--- config.mk ---
export PLATFORM = sky130hd
export DESIGN_NAME = nasti_dma_mover
export DESIGN_NICKNAME = d
export VERILOG_FILES = /design/src/rtl/nasti_dma_mover.sv
export SDC_FILE = /design/constraint.sdc
export NUM_CORES = 2
export LEC_CHECK = 0
export BUFFER_PORTS_ARGS = -buffer_cell sky130_fd_sc_hd__buf_2
export CAP_MARGIN = 20
export CORE_UTILIZATION = 35
export CTS_CLUSTER_SIZE = 12
export DETAILED_ROUTE_END_ITERATION = 8
export GPL_TIMING_DRIVEN = 0
export HOLD_SLACK_MARGIN = 0.08
export RECOVER_POWER = 25
export SLEW_MARGIN = 20
export SYNTH_ARGS = -nofsm -noshare
export SYNTH_HDL_FRONTEND = slang
export SYNTH_SLANG_ARGS = --single-unit
--- constraint.sdc ---
create_clock -name aclk -period 17.5 [get_ports aclk]
set_input_delay 3.5 -clock aclk [delete_from_list [all_inputs] [get_ports aclk]]
set_output_delay 3.5 -clock aclk [all_outputs]
set_load 0.02 [all_outputs]
--- src/rtl/nasti_dma_mover.sv ---
// rtl/nasti_dma_mover.sv - NASTI memory-to-memory burst copy engine
//
// Copies `length` bytes from src_addr to dest_addr. Each chunk is read into
// an internal beat buffer and then written back out. Chunks never cross a
// 4 KB page on either side and never exceed MAX_BURST beats. Addresses and
// length are truncated to whole beats.
//
// Optional feature macro: NASTI_DMA_MOVER_ERR_EN
//   defined   : err is a sticky flag for non-OKAY r_resp/b_resp or a
//               misplaced r_last; it clears on the next accepted dm_en.
//   undefined : err is tied 0 and r_resp, b_resp and r_last are ignored.
//
// Ports
//   aclk, areset                 clock, asynchronous active-high reset
//   dm_en                        one-cycle command strobe (honoured when idle)
//   src_addr, dest_addr, length  command payload (bytes)
//   done                         1 = idle, 0 = transfer in progress
//   err                          sticky bus error flag
//   ar_* / r_*                   NASTI read address / read data channels
//   aw_* / w_* / b_*             NASTI write address / data / response channels

module nasti_dma_mover #(
  parameter int ADDR_WIDTH = 64,
  parameter int DATA_WIDTH = 64,
  parameter int MAX_BURST  = 16
) (
  input  logic                    aclk,
  input  logic                    areset,
  input  logic                    dm_en,
  input  logic [ADDR_WIDTH-1:0]   src_addr,
  input  logic [ADDR_WIDTH-1:0]   dest_addr,
  input  logic [ADDR_WIDTH-1:0]   length,
  output logic                    done,
  output logic                    err,
  output logic                    ar_valid,
  output logic [ADDR_WIDTH-1:0]   ar_addr,
  output logic [7:0]              ar_len,
  input  logic                    ar_ready,
  input  logic                    r_valid,
  input  logic [DATA_WIDTH-1:0]   r_data,
  input  logic [1:0]              r_resp,
  input  logic                    r_last,
  output logic                    r_ready,
  output logic                    aw_valid,
  output logic [ADDR_WIDTH-1:0]   aw_addr,
  output logic [7:0]              aw_len,
  input  logic                    aw_ready,
  output logic                    w_valid,
  output logic [DATA_WIDTH-1:0]   w_data,
  output logic [DATA_WIDTH/8-1:0] w_strb,
  output logic                    w_last,
  input  logic                    w_ready,
  input  logic                    b_valid,
  input  logic [1:0]              b_resp,
  output logic                    b_ready
);

  localparam int BYTES      = DATA_WIDTH / 8;
  localparam int BEAT_SHIFT = $clog2(BYTES);
  localparam int CW         = $clog2(MAX_BURST + 1);
  localparam int IW         = (MAX_BURST > 1) ? $clog2(MAX_BURST) : 1;

  localparam logic [ADDR_WIDTH-1:0] PAGE_MASK  = ADDR_WIDTH'(4095);
  localparam logic [ADDR_WIDTH-1:0] PAGE_BEATS = ADDR_WIDTH'(4096 >> BEAT_SHIFT);
  localparam logic [ADDR_WIDTH-1:0] ALIGN_MASK = ~(ADDR_WIDTH'(BYTES - 1));
  localparam logic [ADDR_WIDTH-1:0] MAXB       = ADDR_WIDTH'(MAX_BURST);

  typedef enum logic [2:0] {
    IDLE,
    RD_ADDR,
    RD_DATA,
    WR_ADDR,
    WR_DATA,
    WR_RESP
  } state_t;

  state_t                  state;
  logic [ADDR_WIDTH-1:0]   src_q;
  logic [ADDR_WIDTH-1:0]   dst_q;
  logic [ADDR_WIDTH-1:0]   rem_q;
  logic [CW-1:0]           chunk_q;
  logic [CW-1:0]           beat_q;
  logic [DATA_WIDTH-1:0]   buffer [MAX_BURST];

  // Smallest of: beats left, MAX_BURST, beats to the next 4 KB page of
  // either address. Addresses are already beat-aligned here.
  function automatic logic [CW-1:0] calc_chunk(input logic [ADDR_WIDTH-1:0] rem,
                                               input logic [ADDR_WIDTH-1:0] s,
                                               input logic [ADDR_WIDTH-1:0] d);
    logic [ADDR_WIDTH-1:0] m;
    logic [ADDR_WIDTH-1:0] to_s;
    logic [ADDR_WIDTH-1:0] to_d;
    m    = (rem > MAXB) ? MAXB : rem;
    to_s = PAGE_BEATS - ((s & PAGE_MASK) >> BEAT_SHIFT);
    to_d = PAGE_BEATS - ((d & PAGE_MASK) >> BEAT_SHIFT);
    if (to_s < m) m = to_s;
    if (to_d < m) m = to_d;
    return CW'(m);
  endfunction

  // First chunk is sized straight from the command inputs so the AR request
  // can be registered in the same edge that accepts dm_en.
  logic [ADDR_WIDTH-1:0] s_al, d_al, beats;
  logic [CW-1:0]         chunk_first;
  assign s_al        = src_addr & ALIGN_MASK;
  assign d_al        = dest_addr & ALIGN_MASK;
  assign beats       = length >> BEAT_SHIFT;
  assign chunk_first = calc_chunk(beats, s_al, d_al);

  // Follow-on chunk, sized from the post-B address/remaining values.
  logic [ADDR_WIDTH-1:0] step, src_nx, dst_nx, rem_nx;
  logic [CW-1:0]         chunk_nx;
  assign step     = ADDR_WIDTH'(chunk_q) << BEAT_SHIFT;
  assign src_nx   = src_q + step;
  assign dst_nx   = dst_q + step;
  assign rem_nx   = rem_q - ADDR_WIDTH'(chunk_q);
  assign chunk_nx = calc_chunk(rem_nx, src_nx, dst_nx);

  logic [CW-1:0] beat_inc;
  logic          last_beat;
  logic          rd_fire;
  logic          b_fire;
  assign beat_inc  = beat_q + CW'(1);
  assign last_beat = (beat_q == chunk_q - CW'(1));
  assign rd_fire   = (state == RD_DATA) && r_valid && r_ready;
  assign b_fire    = (state == WR_RESP) && b_valid && b_ready;

  assign w_strb = '1;

  // Beat buffer has no reset; contents are only read after being filled.
  always_ff @(posedge aclk) begin
    if (rd_fire) buffer[beat_q[IW-1:0]] <= r_data;
  end

  always_ff @(posedge aclk or posedge areset) begin
    if (areset) begin
      state    <= IDLE;
      done     <= 1'b1;
      ar_valid <= 1'b0;
      ar_addr  <= '0;
      ar_len   <= '0;
      r_ready  <= 1'b0;
      aw_valid <= 1'b0;
      aw_addr  <= '0;
      aw_len   <= '0;
      w_valid  <= 1'b0;
      w_data   <= '0;
      w_last   <= 1'b0;
      b_ready  <= 1'b0;
      src_q    <= '0;
      dst_q    <= '0;
      rem_q    <= '0;
      chunk_q  <= '0;
      beat_q   <= '0;
    end else begin
      case (state)
        IDLE: begin
          done <= 1'b1;
          if (dm_en) begin
            src_q   <= s_al;
            dst_q   <= d_al;
            rem_q   <= beats;
            chunk_q <= chunk_first;
            done    <= 1'b0;
            // A zero-beat command stays in IDLE; done drops for one cycle.
            if (beats != '0) begin
              ar_valid <= 1'b1;
              ar_addr  <= s_al;
              ar_len   <= 8'(chunk_first - CW'(1));
              state    <= RD_ADDR;
            end
          end
        end
        RD_ADDR: begin
          if (ar_ready) begin
            ar_valid <= 1'b0;
            r_ready  <= 1'b1;
            beat_q   <= '0;
            state    <= RD_DATA;
          end
        end
        RD_DATA: begin
          // Chunk end is taken from the beat counter; r_last only feeds err.
          if (r_valid) begin
            if (last_beat) begin
              r_ready  <= 1'b0;
              aw_valid <= 1'b1;
              aw_addr  <= dst_q;
              aw_len   <= 8'(chunk_q - CW'(1));
              state    <= WR_ADDR;
            end else begin
              beat_q <= beat_inc;
            end
          end
        end
        WR_ADDR: begin
          if (aw_ready) begin
            aw_valid <= 1'b0;
            w_valid  <= 1'b1;
            w_data   <= buffer[0];
            w_last   <= (chunk_q == CW'(1));
            beat_q   <= '0;
            state    <= WR_DATA;
          end
        end
        WR_DATA: begin
          if (w_ready) begin
            if (w_last) begin
              w_valid <= 1'b0;
              w_last  <= 1'b0;
              b_ready <= 1'b1;
              state   <= WR_RESP;
            end else begin
              beat_q <= beat_inc;
              w_data <= buffer[beat_inc[IW-1:0]];
              w_last <= (beat_inc == chunk_q - CW'(1));
            end
          end
        end
        WR_RESP: begin
          if (b_valid) begin
            b_ready <= 1'b0;
            src_q   <= src_nx;
            dst_q   <= dst_nx;
            rem_q   <= rem_nx;
            if (rem_nx == '0) begin
              state <= IDLE;
              done  <= 1'b1;
            end else begin
              chunk_q  <= chunk_nx;
              ar_valid <= 1'b1;
              ar_addr  <= src_nx;
              ar_len   <= 8'(chunk_nx - CW'(1));
              state    <= RD_ADDR;
            end
          end
        end
        default: state <= IDLE;
      endcase
    end
  end

`ifdef NASTI_DMA_MOVER_ERR_EN
  logic err_q;
  always_ff @(posedge aclk or posedge areset) begin
    if (areset) begin
      err_q <= 1'b0;
    end else if (state == IDLE && dm_en) begin
      err_q <= 1'b0;
    end else if (rd_fire && (r_resp != 2'b00 || r_last != last_beat)) begin
      err_q <= 1'b1;
    end else if (b_fire && b_resp != 2'b00) begin
      err_q <= 1'b1;
    end
  end
  assign err = err_q;
`else
  logic unused_err_inputs;
  assign unused_err_inputs = ^{r_resp, b_resp, r_last, b_fire};
  assign err = 1'b0;
`endif

endmodule

### Yosys cells after proc, flatten, opt, wreduce, memory -nomap -nowiden

Memory sizes are Yosys's and may differ from the RTL's.
Cells that the tools add are included.

| operators by class | value |
|---|---|
| reduce and logical (&&, ||, !) cells | 26 |
| equal/unequal tests | 21 |
| muxes and demuxes | 83 |
| magnitude comparators | 6 |
| add/subtract/negate cells | 12 |

Operators with widths:

| kind | number |
|---|---|
| $mux 64 | 16 |
| $pmux 64 s2 | 5 |
| $lt 64x64->1 | 3 |
| $add 64x8->64 | 2 |
| $gt 64x5->1 const B | 1 |
| $logic_not 64->1 | 1 |
| $lt 64x61->1 | 1 |
| $reduce_bool 64->1 | 1 |
| $sub 64x5->64 | 1 |
| $gt 61x5->1 const B | 1 |
| $mux 61 | 1 |
| $mux 5 | 11 |
| $sub 10x9->11 const A | 4 |
| $mux 8 | 4 |
| $mux 3 | 9 |
| $mux 1 | 26 |
| $ne 2x2->1 const B | 12 |
| $reduce_and 4->1 | 6 |
| $pmux 5 s4 | 1 |
| $pmux 3 s6 | 1 |
| $sub 5x1->6 const B | 3 |
| $pmux 8 s2 | 1 |
| $pmux 1 s2 | 6 |
| $reduce_and 3->1 | 4 |
| other kinds (19) | 27 |

| word-level totals | value |
|---|---|
| RAM bits | 1024 |
| memories kept | 1 |
| register bits after elaboration | 420 |

Memories:

| name | words | bits a word | read ports | clocked after Yosys merged registers in | wr ports | line | RTL |
|---|---|---|---|---|---|---|---|
| buffer | 16 | 64 | 2 | 0 | 1 | 83 | `logic [DATA_WIDTH-1:0] buffer [MAX_BURST];` |

### Depth between registers and ports, before layout

| logic depth | value |
|---|---|
| depth after elaboration | 11 |
| mapped depth | 37 |
| depth with buffers taken out | 37 |

### Worst setup path before layout

OpenSTA, ideal clock, no wires.

| timing path | value |
|---|---|
| path type | input to register |
| start point | input port r_valid |
| end point | memory buffer[0][0], enable pin |
| arrival | 8244 ps |
| buffers on the path | 0 |
| library setup time | 565 ps |
| required time | 16935 ps |
| stages on the path | 4 |
| setup slack | 8691 ps |
| path through | nand3_1 nor2_1 nand2_1 nor3_1 |

| on the way | value |
|---|---|
| word-level cells in the longest chain between the ends | 4 |

Ends and longest elaborated chain:

| item | line | RTL |
|---|---|---|
| start: declaration | 39 | `input logic r_valid,` |
| $logic_and 1x1->1 (2 in series) | 125 | `assign rd_fire = (state == RD_DATA) && r_valid && r_ready;` |
| $mux 1 | 132 | `if (rd_fire) buffer[beat_q[IW-1:0]] <= r_data;` |
| $mux 1 (implied by the code) | 132 |  |
| end: declaration | 83 |  |

No other way between the ends.

### Final worst setup path

| timing path | value |
|---|---|
| start point | register chunk_q[4] |
| end point | register ar_len[4] |

| on the way | value |
|---|---|
| word-level cells in the longest chain between the ends | 11 |

Ends and longest elaborated chain:

| item | line | RTL |
|---|---|---|
| start: declaration | 81 | `logic [CW-1:0] chunk_q;` |
| start signal: assignment | 163 | `chunk_q <= chunk_first;` |
| start signal: assignment | 230 | `chunk_q <= chunk_nx;` |
| $sub 64x5->64 | 116 | `assign rem_nx = rem_q - ADDR_WIDTH'(chunk_q);` |
| $gt 64x5->1 | 93 | `m = (rem > MAXB) ? MAXB : rem;` |
| $mux 64 | 93 |  |
| $lt 64x64->1 | 96 | `if (to_s < m) m = to_s;` |
| $mux 64 | 96 |  |
| $lt 64x64->1 | 97 | `if (to_d < m) m = to_d;` |
| $mux 5 | 97 |  |
| $sub 5x1->6 | 233 | `ar_len <= 8'(chunk_nx - CW'(1));` |
| $mux 8 | 226 | `if (rem_nx == '0) begin` |
| $mux 8 | 221 | `if (b_valid) begin` |
| $pmux 8 s2 | 156 | `case (state)` |
| end signal: assignment | 169 | `ar_len <= 8'(chunk_first - CW'(1));` |
| end signal: assignment | 233 |  |
| end: declaration | 37 | `output logic [7:0] ar_len,` |

Parallel ways exist; a longest one is shown, timed or not. The select of a mux whose other input is x is not followed.
A chain may end at the register's enable or synchronous reset.

==> reports/metrics.yaml <==
numCtsBuffers: 157
cp-end-kind: "flop"
ant_nets: 0
dp.cells: 7339
slew_headroom_pct: -63.95
status: "finished with violations"
syn_inst: 4390
fin_ws_ns: 6.183
post_cts_resized: 0
cp_slowest_cell: "nor4_1"
synth_top_cell_by_area: "edfxtp_1"
mostFrequentLayoutCell: "edfxtp_1"
htree_levels: 4
p_per_area_mw_per_mm2: 162.9
grt_util_all_layers_pct: 24.32
setup_viol: 0
fin_skew_ns: 0.04120
drc: 3
synth_edf_count: 1024
cts_setup_buffers: 0
instances_no_fill: 7635
p_leak_nw: 27.02
die_height_um: 426.7
clockBufferDepth: 3
synthFlopType: "edfxtp_1"
cts_root_buf: "clkbuf_16"
placement.io_buffers: 465
hold_path_class: "reg -> reg"
clkPwrFrac_pct: 27.3
dr.pass1.iters: 9
net-switching-power_mw: 4.655
path_max_fanout: 10
cts_tree: "yes"
arrival_ns: 12.03
critPathKind: "reg -> reg"
cap_violations: 1
cpMostUsedCell: "ha_1"
final_nets: 5480
vias: 43150
synth_cell_type_count: 81
coreArea_mm2: 0.1788
crit_required_ns: 18.21
drv_slew: 41
clk_latency_ns: 0.81
failed_checks: "DRC, capacitance limit, slew limit"
gp_congestion: 0.9602
synth_seq_cells: 1434
die_area_mm2: 0.1821
worstMarginPinSlew_ns: 2.446
busiest_layer: "met2"
final_cell_mix: "edfxtp_1 (1,024), nand2_1 (516), buf_2 (424)"
clock.fmax_mhz: 88.37
grt_pass1_vias: 42380
grt.overflow.total: 0
wl_per_cell_um: 29.30
power_frac_comb_pct: 35.8
wl_um: 223700
yosys_warnings: 0
rows: 155
clk_pin_slew_ns: 0.06
hpwl_um: 162600
drive_above_1_share_pct: 23.44
syn-cell-area_mm2: 0.06314
crit_path_start_kind: "flop"
drtIter0Drc: 4462
hold-worst-slack_ns: 0.4687
tns_ns: 0
synth_area_leaders: "edfxtp_1 (49%), dfrtp_1 (16%), mux4_2 (11%)"
intPower_mw: 7.657
fin_crit_sh_pct: 64.67
seqPwrFrac_pct: 36.9
hold_violations: 0
die_w_um: 426.7
area_growth_pct: 19.71
pre_cts_slack_ns: 6.415
fin_crit_ns: 11.32
hold_buffers: 0
start_util_pct: 35.31
gr-usage-met3_pct: 4.473
vias_per_cell: 5.651
grt_max_degree: 88
gr-usage-met2_pct: 41.17
gr-usage-met1_pct: 30.95
synthArstFlopShare_pct: 28.59
p_total_mw: 12.31
ir_worst_vdd_mv: 0.1250
grt_pass1_wl_um: 314200
swShare_pct: 37.81
avgSynthCellArea_um2: 14.38
rsz0062_at_grt: "no"
cts_sinks: 1434
antenna_found_initial: 32
cp_slowest_stage_delay_ns: 0.84
yosysTopAreaCellShare_pct: 48.70
pin_count: 493
yosysSeqAreaShare_pct: 64.95
==> stage by stage <==
stage / utilization (%) / cell area [µm²]
after global routing: 42.26 / 75570
final: 42.27 / 75590
after global placement: 38.30 / 68490
after detailed placement: 39.38 / 70410
after CTS: 42.27 / 75580
after floorplan: - / 63220
==> cells in the mapped netlist, types with 68 or more instances <==
library cell and count:
mux2i_1 90, nand2_1 516, nor3_1 78, a21oi_1 197
nand3_1 86, edfxtp_1 1024, o21ai_0 316, mux2_2 68
inv_1 70, mux4_2 320, nor2_1 245, dfrtp_1 409
xor2_1 77, clkbuf_1 200
==> critical path, delay by kind of cell, from the launching register on <==
| family | cells | cell delay, ns |
|---|---|---|
| AOI/OAI and AO/OA | 14 | 3.47 |
| xor gates and xnor gates | 1 | 0.22 |
| adders and majority gates | 4 | 1.18 |
| buffers and inverters | 4 | 1.13 |
| DFF | 1 | 0.56 |
| and+or+nand+nor | 12 | 4.62 |
==> cell families after synthesis <==
logic type                 synth area share [%]
and+or+nand+nor                           8.788
AOI/OAI and AO/OA                         6.866
other                                   0.01189
DFF                                       64.95
muxes                                     14.05
buffers and inverters                     2.122
xor gates and xnor gates                  1.886
adders and majority gates                 1.324
==> registers in the layout, indices dropped and copies added, names as in the netlist <==
name,cells
state,3
beat_q,5
buffer,1024
aw_addr,61
ar_addr,64
w_last,1
aw_valid,1
w_valid,1
done,1
aw_len,6
src_q,64
b_ready,1
ar_len,6
r_ready,1
ar_valid,1
chunk_q,5
w_data,64
rem_q,64
dst_q,61
==> per-layer routing <==
| layer | wire length, µm | vias up |
|---|---|---|
| li1 | - | 18420 |
| met1 | 88330 | 22260 |
| met2 | 110800 | 2015 |
| met3 | 15860 | 430 |
| met4 | 8546 | 22 |
| met5 | 153 | - |
==> power groups by stage <==
stage / Sequential, mW / Clock [mW] / Combinational, mW
CTS: 4.53 / 3.42 / 4.42
floorplan: 4.68 / 0 / 2.57
global placement: 4.60 / 0 / 4.34
detailed placement: 4.60 / 0 / 4.40
finish: 4.55 / 3.36 / 4.40
global route: 4.59 / 3.54 / 4.75
==> area by class of cell <==
class	count	area, µm²
Antenna cell	11	27.53
Sequential cell	1434	41010
Buffer	265	1107
Fill cell	16330	103200
Clock inverter	50	765.7
Tap cell	2355	2947
Inverter	71	267.8
Multi-Input combinational cell	2640	21010
Clock buffer	232	4404
Timing Repair Buffer	577	4045
==> path summary, 6_finish.rpt <==
path                             start          end  cells past startpoint  slack [ns]
min reg2reg                ar_addr[63]  ar_addr[63]                      2        0.47
max reg2reg                 chunk_q[4]    ar_len[4]                     35        6.18
min in group asynchronous       areset   w_data[54]                      2        3.33
min                        ar_addr[63]  ar_addr[63]                      2        0.47
max in group asynchronous       areset     src_q[5]                      6       11.68
max                         chunk_q[4]    ar_len[4]                     35        6.18
Note: power is estimated with default switching activity, not from simulation.
